<file path="config.mk">
export PLATFORM = sky130hd
export DESIGN_NAME = cdb_arbiter
export DESIGN_NICKNAME = d
export VERILOG_FILES = /design/src/rtl/cdb_arbiter.sv
export SDC_FILE = /design/constraint.sdc
export NUM_CORES = 1
export LEC_CHECK = 0
export ABC_CLOCK_PERIOD_IN_PS = 6500
export CAP_MARGIN = 30
export CORE_MARGIN = 5
export CORE_UTILIZATION = 34
export CTS_CLUSTER_DIAMETER = 200
export DETAILED_ROUTE_END_ITERATION = 16
export PLACE_DENSITY_LB_ADDON = 0.05
export SLEW_MARGIN = 10
export SYNTH_ARGS = -nofsm -noshare
export SYNTH_HDL_FRONTEND = slang
export SYNTH_SLANG_ARGS = --single-unit
export TNS_END_PERCENT = 5
</file>
<file path="constraint.sdc">
create_clock -name clk -period 6.5 [get_ports clk]
set_clock_uncertainty 0.15 [all_clocks]
set_input_delay 1.625 -clock clk [delete_from_list [all_inputs] [get_ports clk]]
set_output_delay 1.625 -clock clk [all_outputs]
set_load 0.02 [all_outputs]
</file>
<file path="src/rtl/cdb_arbiter.sv">
// cdb_arbiter - common data bus arbiter for a Tomasulo-style back end.
//
// Picks at most one functional-unit requester per cycle with a round-robin
// pointer. It registers the winner's tag and value onto the broadcast bus one
// cycle later.
//
// Optional feature macro: CDB_LOAD_PRIORITY_EN
//   When this macro is defined, requester 0 (the load station) always wins if
//   it is eligible, and it does not advance the pointer. Requesters 1..3
//   round-robin among themselves.
//   When it is undefined, all four requesters share one round-robin.
//
// Ports
//   clk       : single clock; state changes on the rising edge
//   rst       : synchronous active-high reset
//   req       : per-requester "result ready"
//   reqLabel  : packed producer tags, requester i at [i*LW +: LW]
//   reqData   : packed result values, requester i at [i*DW +: DW]
//   cdbStall  : suppresses any grant this cycle
//   grant     : combinational one-hot grant, valid in the request cycle
//   BCEN      : registered broadcast enable
//   BClabel   : registered broadcast tag (0 when idle)
//   BCdata    : registered broadcast value (0 when idle)
//   protoErr  : sticky flag; set when a request carries label 0
module cdb_arbiter #(
  parameter int NREQ = 4,
  parameter int LW   = 5,
  parameter int DW   = 32
) (
  input  logic                 clk,
  input  logic                 rst,
  input  logic [NREQ-1:0]      req,
  input  logic [NREQ*LW-1:0]   reqLabel,
  input  logic [NREQ*DW-1:0]   reqData,
  input  logic                 cdbStall,
  output logic [NREQ-1:0]      grant,
  output logic                 BCEN,
  output logic [LW-1:0]        BClabel,
  output logic [DW-1:0]        BCdata,
  output logic                 protoErr
);

  logic [1:0]      r_ptr;
  logic            r_bcen;
  logic [LW-1:0]   r_bclabel;
  logic [DW-1:0]   r_bcdata;
  logic            r_proto_err;

  logic [NREQ-1:0] w_elig;
  logic [NREQ-1:0] w_bad;
  logic            w_found;
  logic [1:0]      w_sel;
  logic [1:0]      w_start;
  logic            w_fire;
  logic            w_ptr_upd;
  logic [LW-1:0]   w_label;
  logic [DW-1:0]   w_data;

  // A label of 0 means "no tag". Such a request is never granted, and it is
  // flagged as a protocol violation.
  always_comb begin
    w_elig = '0;
    w_bad  = '0;
    for (int i = 0; i < NREQ; i++) begin
      w_elig[i] = req[i] && (reqLabel[i*LW +: LW] != '0);
      w_bad[i]  = req[i] && (reqLabel[i*LW +: LW] == '0);
    end
  end

`ifdef CDB_LOAD_PRIORITY_EN
  // Rotating index over requesters 1..3 only.
  function automatic logic [1:0] rr3_idx(input logic [1:0] start, input logic [1:0] k);
    logic [2:0] sum;
    sum = {1'b0, start} + {1'b0, k};
    if (sum > 3'd3) sum = sum - 3'd3;
    return sum[1:0];
  endfunction

  // The pointer wraps to 0 after a grant to requester 3. In this mode, a
  // pointer of 0 means "start the search at requester 1".
  always_comb begin
    w_found = 1'b0;
    w_sel   = 2'd0;
    w_start = (r_ptr == 2'd0) ? 2'd1 : r_ptr;
    if (w_elig[0]) begin
      w_found = 1'b1;
      w_sel   = 2'd0;
    end else begin
      for (int k = 0; k < 3; k++) begin
        if (!w_found && w_elig[rr3_idx(w_start, 2'(k))]) begin
          w_found = 1'b1;
          w_sel   = rr3_idx(w_start, 2'(k));
        end
      end
    end
  end

  assign w_ptr_upd = w_fire && (w_sel != 2'd0);
`else
  // First eligible requester at or after the pointer. The 2-bit index sum
  // wraps from 3 to 0 on its own.
  always_comb begin
    w_found = 1'b0;
    w_sel   = 2'd0;
    w_start = r_ptr;
    for (int k = 0; k < NREQ; k++) begin
      if (!w_found && w_elig[w_start + 2'(k)]) begin
        w_found = 1'b1;
        w_sel   = w_start + 2'(k);
      end
    end
  end

  assign w_ptr_upd = w_fire;
`endif

  // Gating the grant with rst keeps it at zero in every reset cycle.
  assign w_fire = w_found && !cdbStall && !rst;

  always_comb begin
    grant   = '0;
    w_label = '0;
    w_data  = '0;
    for (int i = 0; i < NREQ; i++) begin
      if (w_fire && (w_sel == 2'(i))) begin
        grant[i] = 1'b1;
        w_label  = reqLabel[i*LW +: LW];
        w_data   = reqData[i*DW +: DW];
      end
    end
  end

  always_ff @(posedge clk) begin
    if (rst) begin
      r_ptr       <= 2'd0;
      r_bcen      <= 1'b0;
      r_bclabel   <= '0;
      r_bcdata    <= '0;
      r_proto_err <= 1'b0;
    end else begin
      r_bcen    <= w_fire;
      r_bclabel <= w_label;
      r_bcdata  <= w_data;
      if (w_ptr_upd) r_ptr <= w_sel + 2'd1;
      if (|w_bad)    r_proto_err <= 1'b1;
    end
  end

  assign BCEN     = r_bcen;
  assign BClabel  = r_bclabel;
  assign BCdata   = r_bcdata;
  assign protoErr = r_proto_err;

endmodule

</file>
After elaboration in Yosys (flattened, before gate mapping)

Cells that the tools add are included.

Register bits: 41
Bits in latches: 0
RAM bits: 0
Bits in read-only memories: 0
Input bits: 155
Output and inout port bits: 43
Logic and storage cells: 76
Memories: 0

Add/sub/neg operators: 4
Multipliers: 0
Divide/modulo/power cells: 0
Magnitude comparators: 4
Equal/unequal tests: 3
Shifts and indexed selects: 0
Mux-type cells: 28
Bitwise logic cells: 0
Reduce and logical (&&, ||, !) cells: 32

Operators by type and width:

| cell                                                        | count |
|---|---|
| 2-to-1 mux 32 bit                                           | 4 |
| logical NOT 5 bit                                           | 4 |
| 2-to-1 mux 5 bit                                            | 4 |
| nonzero test 5 bit                                          | 4 |
| logical AND 1 bit                                           | 17 |
| less-than comparator 2 x 3 -> 1 bit (second input constant) | 4 |
| 2-to-1 mux 1 bit                                            | 12 |
| binary-select mux 1 bit (select 2 bit)                      | 4 |
| 2-to-1 mux 2 bit                                            | 4 |
| logical NOT 1 bit                                           | 5 |
| adder 2 x 1 -> 2 bit (second input constant)                | 2 |
| adder 2 bit (second input constant)                         | 2 |
| == test 2 bit (second input constant)                       | 2 |
| OR reduction 4 bit                                          | 1 |
| == test 2 x 1 -> 1 bit (second input constant)              | 1 |
| logical NOT 2 bit                                           | 1 |

Longest topological paths before layout

Gate-level depths: netlist (run 1).

Depth after elaboration: 21
Gate-level depth with buffers: 12
Mapped depth without buffers: 10

Worst setup path after synthesis (run 1)

Ideal clock, no wire load.

Path kind: input to output
Start: in reqLabel[10]
End: out grant[1]
Arrival: 3.940 ns
Data required time: 4.725 ns
Slack: 0.785 ns
Cell stages on the path: 10
Path buffers: 2
Cell sequence: or4_4 -> o21a_1 -> nand2_1 -> o21ai_0 -> a221oi_1 -> and2_1 -> ha_1 -> clkbuf_1 -> clkbuf_1 -> and2_1

Cells in the longest elaborated chain, start to end: 18
Elaborated cells on any way between the ends: 29
Those cells by class: 1 x eq/ne; 17 x mux; 11 x reduce/logical

Ends and longest elaborated chain:

| element                                | RTL line | text |
|---|---|---|
| start, declared                        | 33       | `input logic [NREQ*LW-1:0] reqLabel,` |
| nonzero test 5 bit (*)                 | 65       | `w_elig[i] = req[i] && (reqLabel[i*LW +: LW] != '0);` |
| logical AND 1 bit (*)                  | 65       |  |
| binary-select mux 1 bit (select 2 bit) | 107      | `if (!w_found && w_elig[w_start + 2'(k)]) begin` |
| 2-to-1 mux 1 bit (not written as such) | 107      |  |
| 2-to-1 mux 1 bit                       | 107      |  |
| logical NOT 1 bit                      | 107      |  |
| logical AND 1 bit                      | 107      |  |
| 2-to-1 mux 1 bit                       | 107      |  |
| logical NOT 1 bit                      | 107      |  |
| logical AND 1 bit                      | 107      |  |
| 2-to-1 mux 1 bit                       | 107      |  |
| logical NOT 1 bit                      | 107      |  |
| logical AND 1 bit                      | 107      |  |
| 2-to-1 mux 1 bit                       | 107      |  |
| logical AND 1 bit (2 in series)        | 118      | `assign w_fire = w_found && !cdbStall && !rst;` |
| logical AND 1 bit (*)                  | 125      | `if (w_fire && (w_sel == 2'(i))) begin` |
| 2-to-1 mux 1 bit (*)                   | 125      |  |
| end, declared                          | 36       | `output logic [NREQ-1:0] grant,` |

Every way passes the cells marked *; elsewhere a longest branch is shown, timed or not. The select of a mux whose other input is x is not followed.

Worst setup path after layout (run 1)

Ends and elaborated chain as after synthesis.

==> impl_metrics.ini, run 1 <==
[outcome]
outcome = complete, no violations

[critical_path]
end_kind = primary output
cpPeakStageDelay_ns = 0.60
r2r_start = r_ptr[1]
path_cells = clkdlybuf4s50_1 -> or4_4 -> o21a_1 -> nand2_1 -> o21ai_0 -> a221oi_1 -> and2_1 -> ha_2 -> and2_1 -> clkdlybuf4s50_1
rrSetupSlack_ns = 3.72
worstPathRequired_ns = 4.72
cp_slowest_cell = clkdlybuf4s50_1
setup.worst_path.start = reqLabel[10]
critical_path_class = in2out
worstSetupEndpoint = grant[1]
rr_endpoint = BClabel[4]
ff2ff_path_depth = 9
path_max_fanout = 4
cp_data_arrival_time_ns = 4.50
cp-start-kind = input pin

[floorplan]
ios = 198
fp.dieArea_sq_um = 9360
rows = 31
die_w_um = 96.7
start_util = 0.351
dieHeight_um = 96.7
core_area_sq_um = 7290

[logic_synthesis]
ys_ff_latch = 41
yosys.cell_types.count = 34
avgSynthCellArea_sq_um = 8.17
synth_edf_count = 0
ys_seq_area_frac = 0.321
syn_nets = 470
synth_top_area_share = 0.321
synth_warnings = 0
synth_largest_area_cell = dfxtp_1
synth_area_leaders = dfxtp_1 32%, nand2b_1 18%, a32o_1 14%
postSynthCellCount = 313
ys.flop_type = dfxtp_1
ys_top_cells_by_count = 74 x nand2b_1, 41 x dfxtp_1, 40 x a21oi_1, 37 x a32o_1, 31 x o21ai_0
async_flop_share = 0
synth_area_sq_um = 2560
synth.most_common_cell = nand2b_1

[clock_network]
clk_latency_ns = 0.28
postCtsHoldBufs = 0
cts-root-buf = clkbuf_8
cts_setup_buffers = 0
numCtsBuffers = 5
cts_tree = yes
cts_sinks = 41
cts.path.max_buffers = 2
clk_pin_slew_worst_paths_ns = 0.08
cts_max_level = 2
cts_resized = 0

[timing]
worst_slack_ns = 0.228
slew_viol_final = 0
maxSlewHeadroom = 0.490
rsz0062_at_grt = false
fin_setup_tns_ns = 0
period_share = 0.965
max_freq_mhz = 159
holdWs_ns = 0.385
setup_viol = 0
fin_crit_ns = 6.27
hold_viol_final = 0
worstMarginPinSlew_ns = 0.764

[routing]
first_pass_iters = 7
wl_met3_um = 704
dr_wl_met2_mm = 5.10
met1_length_mm = 4.20
drt_iter0_markers = 117
routed_wl_mm = 10.1
ant_nets = 0
vias_per_cell = 5.17
wl_per_cell_um = 17.0
drc = 0
dr_total_vias = 3060
top_layer = met4

[place]
hpwlAfterDp_mm = 7.67
routabilityCongestion = 0.850
placed_cell_area_sq_um = 4560
dp_worst_setup_slack_ns = 0.253
io_buffers = 197

[final_layout]
stdcell_area_sq_um = 4670
nNetsFinal = 649
fill_cells = 691
n_antenna_cell = 0
multi_input_area_sq_um = 1600
drive_above_1_share = 0.0527
seq_area_sq_um = 821
area_delta_synth_final_pct = 82.7
utilization = 0.641

[hold_path]
hold_path_depth = 2
hold_class = reg2reg

[power_and_ir_drop]
leakage_nw = 1.62
power_frac_clock = 0.247
p_per_area_nw_per_um2 = 186
p_sw_w = 0.000269
p_int_w = 0.000601
ir_drop_mv = 0.133
pwr-share-comb = 0.428
p_sw_frac = 0.309
seqPwrFrac = 0.325

[global_routing]
antenna_found_initial = 0
grt.total_usage = 0.208
grt_max_degree = 75
overflow = 0
grt_pass1_wl_mm = 16.2
grt_pass1_vias = 3097

[flow_run]
cap_violations = 0
worst min path at each step:
stage	start	end	slack (ns)
floorplan	r_ptr[0]	r_ptr[0]	0.37
global placement	protoErr	protoErr	0.37
detailed placement	protoErr	protoErr	0.37
CTS	protoErr	protoErr	0.39
global route	protoErr	protoErr	0.45
finish	protoErr	protoErr	0.38
through the flow:
step	cells	total power [W]
final	592	0.000870
after detailed placement	584	0.000663
after global routing	592	0.000926
after CTS	592	0.000880
after floorplan	313	0.000485
after global placement	584	0.000657
per-layer routing:
layer,track usage,up-vias
met4,0.0367,0
met5,0,-
met1,0.251,1428
li1,-,1506
met2,0.370,119
met3,0.0583,7
cells by family (layout without fill, tap and decap cells):
| logic type | count (synthesis) | in the layout | share of synthesized area |
|---|---|---|---|
| AO/OA/AOI/OAI | 133 | 133 | 0.356 |
| adder cells (fa/ha/maj) | 2 | 2 | 0.00978 |
| buffers and inverters | 32 | 212 | 0.0651 |
| flip-flops | 41 | 41 | 0.321 |
| AND/OR/NAND/NOR | 105 | 105 | 0.249 |
state kept, by name (all words and copies together) (netlist names):
| name | cells |
|---|---|
| protoErr | 1 |
| BCEN | 1 |
| BCdata | 32 |
| BClabel | 5 |
| r_ptr | 2 |
layout by cell type (no fill, tap or decap), types with 3 or more instances in the layout:
cell               n
clkdlybuf4s50_1  197
nand2b_1          74
dfxtp_1           41
a21oi_1           40
a32o_1            37
o21ai_0           31
nor2_1            10
o21ai_1           10
nand2_1            6
clkbuf_8           6
buf_4              4
o21ai_2            3
or4_4              3
and2_1             3
worst max-delay path, delay by kind of cell:
kind	cells	cell delay (ns)
buffers and inverters	2	1.01
AND/OR/NAND/NOR	4	0.95
AO/OA/AOI/OAI	3	0.72
adder cells (fa/ha/maj)	1	0.17
final cells by class:
type	count	share of cell area
clock buffer	7	0.0185
clock inverter	1	0.00643
inverter	3	0.00241
multi-input combinational	240	0.342
sequential	41	0.176
tap	99	0.0265
timing repair buffer	201	0.428
power groups by stage:
stage	clock network, W	registers [W]	logic, W
2_1_floorplan	0	0.000315	0.000170
6_report	0.000215	0.000283	0.000372
5_1_grt	0.000234	0.000285	0.000407
3_5_place_dp	0	0.000289	0.000374
3_3_place_gp	0	0.000288	0.000369
4_1_cts	0.000221	0.000283	0.000376
Power figures use the tool's default switching activity.
==> run 2, diff against run 1 <==
CORE_MARGIN = 3   (was 5)
==> run 2 against run 1 <==
Final cell count decreased by 0.84%. Flip-flop and latch count unchanged. Clock power decreased by 25%. Sequential power about the same. Maximum frequency decreased by 0.11%. Critical path type unchanged. Largest power group unchanged. Highest routed layer is now met5.
==> impl_metrics.ini, run 2 (synthesis results as in run 1) <==
[floorplan]
die_w_um = 92.7
core_area_sq_um = 7060
rows = 30
dieHeight_um = 92.7
fp.dieArea_sq_um = 8600
start_util = 0.362
ios = 198

[outcome]
outcome = complete, no violations

[place]
routabilityCongestion = 0.841
placed_cell_area_sq_um = 4550
hpwlAfterDp_mm = 7.45
io_buffers = 197
place_inst = 581

[power_and_ir_drop]
leakage_nw = 1.60
ir_drop_mv = 0.118
p_per_area_nw_per_um2 = 177

[routing]
drc = 0
wl_per_cell_um = 17.5
dr_total_vias = 3083
first_pass_iters = 4
vias_per_cell = 5.25
drt_iter0_markers = 120
routed_wl_mm = 10.3
ant_nets = 0

[clock_network]
cts_tree = yes
postCtsHoldBufs = 0
cts_max_level = 2
clk_latency_ns = 0.29
cts_setup_buffers = 0
cts-root-buf = clkbuf_8
cts.path.max_buffers = 2
cts_sinks = 41
cts_resized = 0
numCtsBuffers = 5
clk_pin_slew_worst_paths_ns = 0.08

[final_layout]
fin_cells = 587
utilization = 0.655
mostFrequentLayoutCell = clkdlybuf4s50_1
stdcell_area_sq_um = 4630
n_antenna_cell = 0
nNetsFinal = 649
largest_reg_flops = 32
fill_cells = 644
area_delta_synth_final_pct = 80.9
drive_above_1_share = 0.0509
final_cell_mix = 197 x clkdlybuf4s50_1, 74 x nand2b_1, 41 x dfxtp_1

[flow_run]
cap_violations = 0

[critical_path]
cp_data_arrival_time_ns = 4.50
end_kind = primary output
cp-start-kind = input pin
worstPathRequired_ns = 4.72
critical_path_class = in2out
path_max_fanout = 3

[global_routing]
grt_pass1_wl_mm = 15.9
antenna_found_initial = 1
grt_max_degree = 75
grt.total_usage = 0.231
overflow = 0
grt_pass1_vias = 3014

[timing]
rsz0062_at_grt = false
fin_setup_tns_ns = 0
setup_viol = 0
fin_crit_ns = 6.28
worstMarginPinSlew_ns = 0.783
slew_viol_final = 0
period_share = 0.966
hold_viol_final = 0
maxSlewHeadroom = 0.478
max_freq_mhz = 159

[hold_path]
hold_class = reg2reg
run 2: cell types whose count changed in the layout (fill, tap and decap cells not counted), sizes merged:
cell,before,now
bufinv,1,0
clkinv,0,1
clkbuf,7,5
run 2: layout make-up:
type / count / area [sq um] / area share
well taps: 96 / 120 / 0.0260
clock buffers: 5 / 68.8 / 0.0149
repair buffers: 201 / 2000 / 0.433
inverters: 3 / 11.3 / 0.00243
flip-flops and latches: 41 / 821 / 0.177
multi-input cells: 240 / 1600 / 0.345
clock inverters: 1 / 5.00 / 0.00108
run 2: final timing paths:
path / start / end / slack, ns / cells past startpoint
worst max-delay path: reqLabel[0] / grant[1] / 0.22 / 9
worst min-delay path: protoErr / protoErr / 0.39 / 2
worst max register to register: r_ptr[1] / BCdata[0] / 3.69 / 9
worst min register to register: protoErr / protoErr / 0.39 / 2
run 2: per-stage QoR:
step	hold WS, ns	power, W	worst slack (ns)
global route	0.467	0.000869	0.0944
finish	0.392	0.000817	0.221
global placement	0.367	0.000656	0.300
CTS	0.401	0.000824	0.225
detailed placement	0.381	0.000663	0.229
floorplan	0.372	0.000485	0.785
run 2: report_power, final:
group / leakage (nW) / switching (W) / internal, W
sequential: 0.335 / 0.00000826 / 0.000274
clock: 0.0399 / 0.0000900 / 0.0000709
combinational: 1.23 / 0.000173 / 0.000201
total: 1.60 / 0.000271 / 0.000546
run 2: worst max-delay path: stages:
cell             delay, ns
clkdlybuf4s50_1       0.43
or4_4                 0.59
o211ai_2              0.20
o21ai_0               0.11
a221oi_1              0.45
and2_1                0.20
ha_2                  0.17
and2_1                0.11
clkdlybuf4s50_1       0.60
run 2: routing by layer:
metal / vias up / routed length [um] / global-route usage
li1: 1500 / - / -
met1: 1437 / 4200 / 0.270
met2: 133 / 5090 / 0.416
met3: 11 / 870 / 0.0658
met4: 2 / 112 / 0.0513
met5: - / 13 / 0
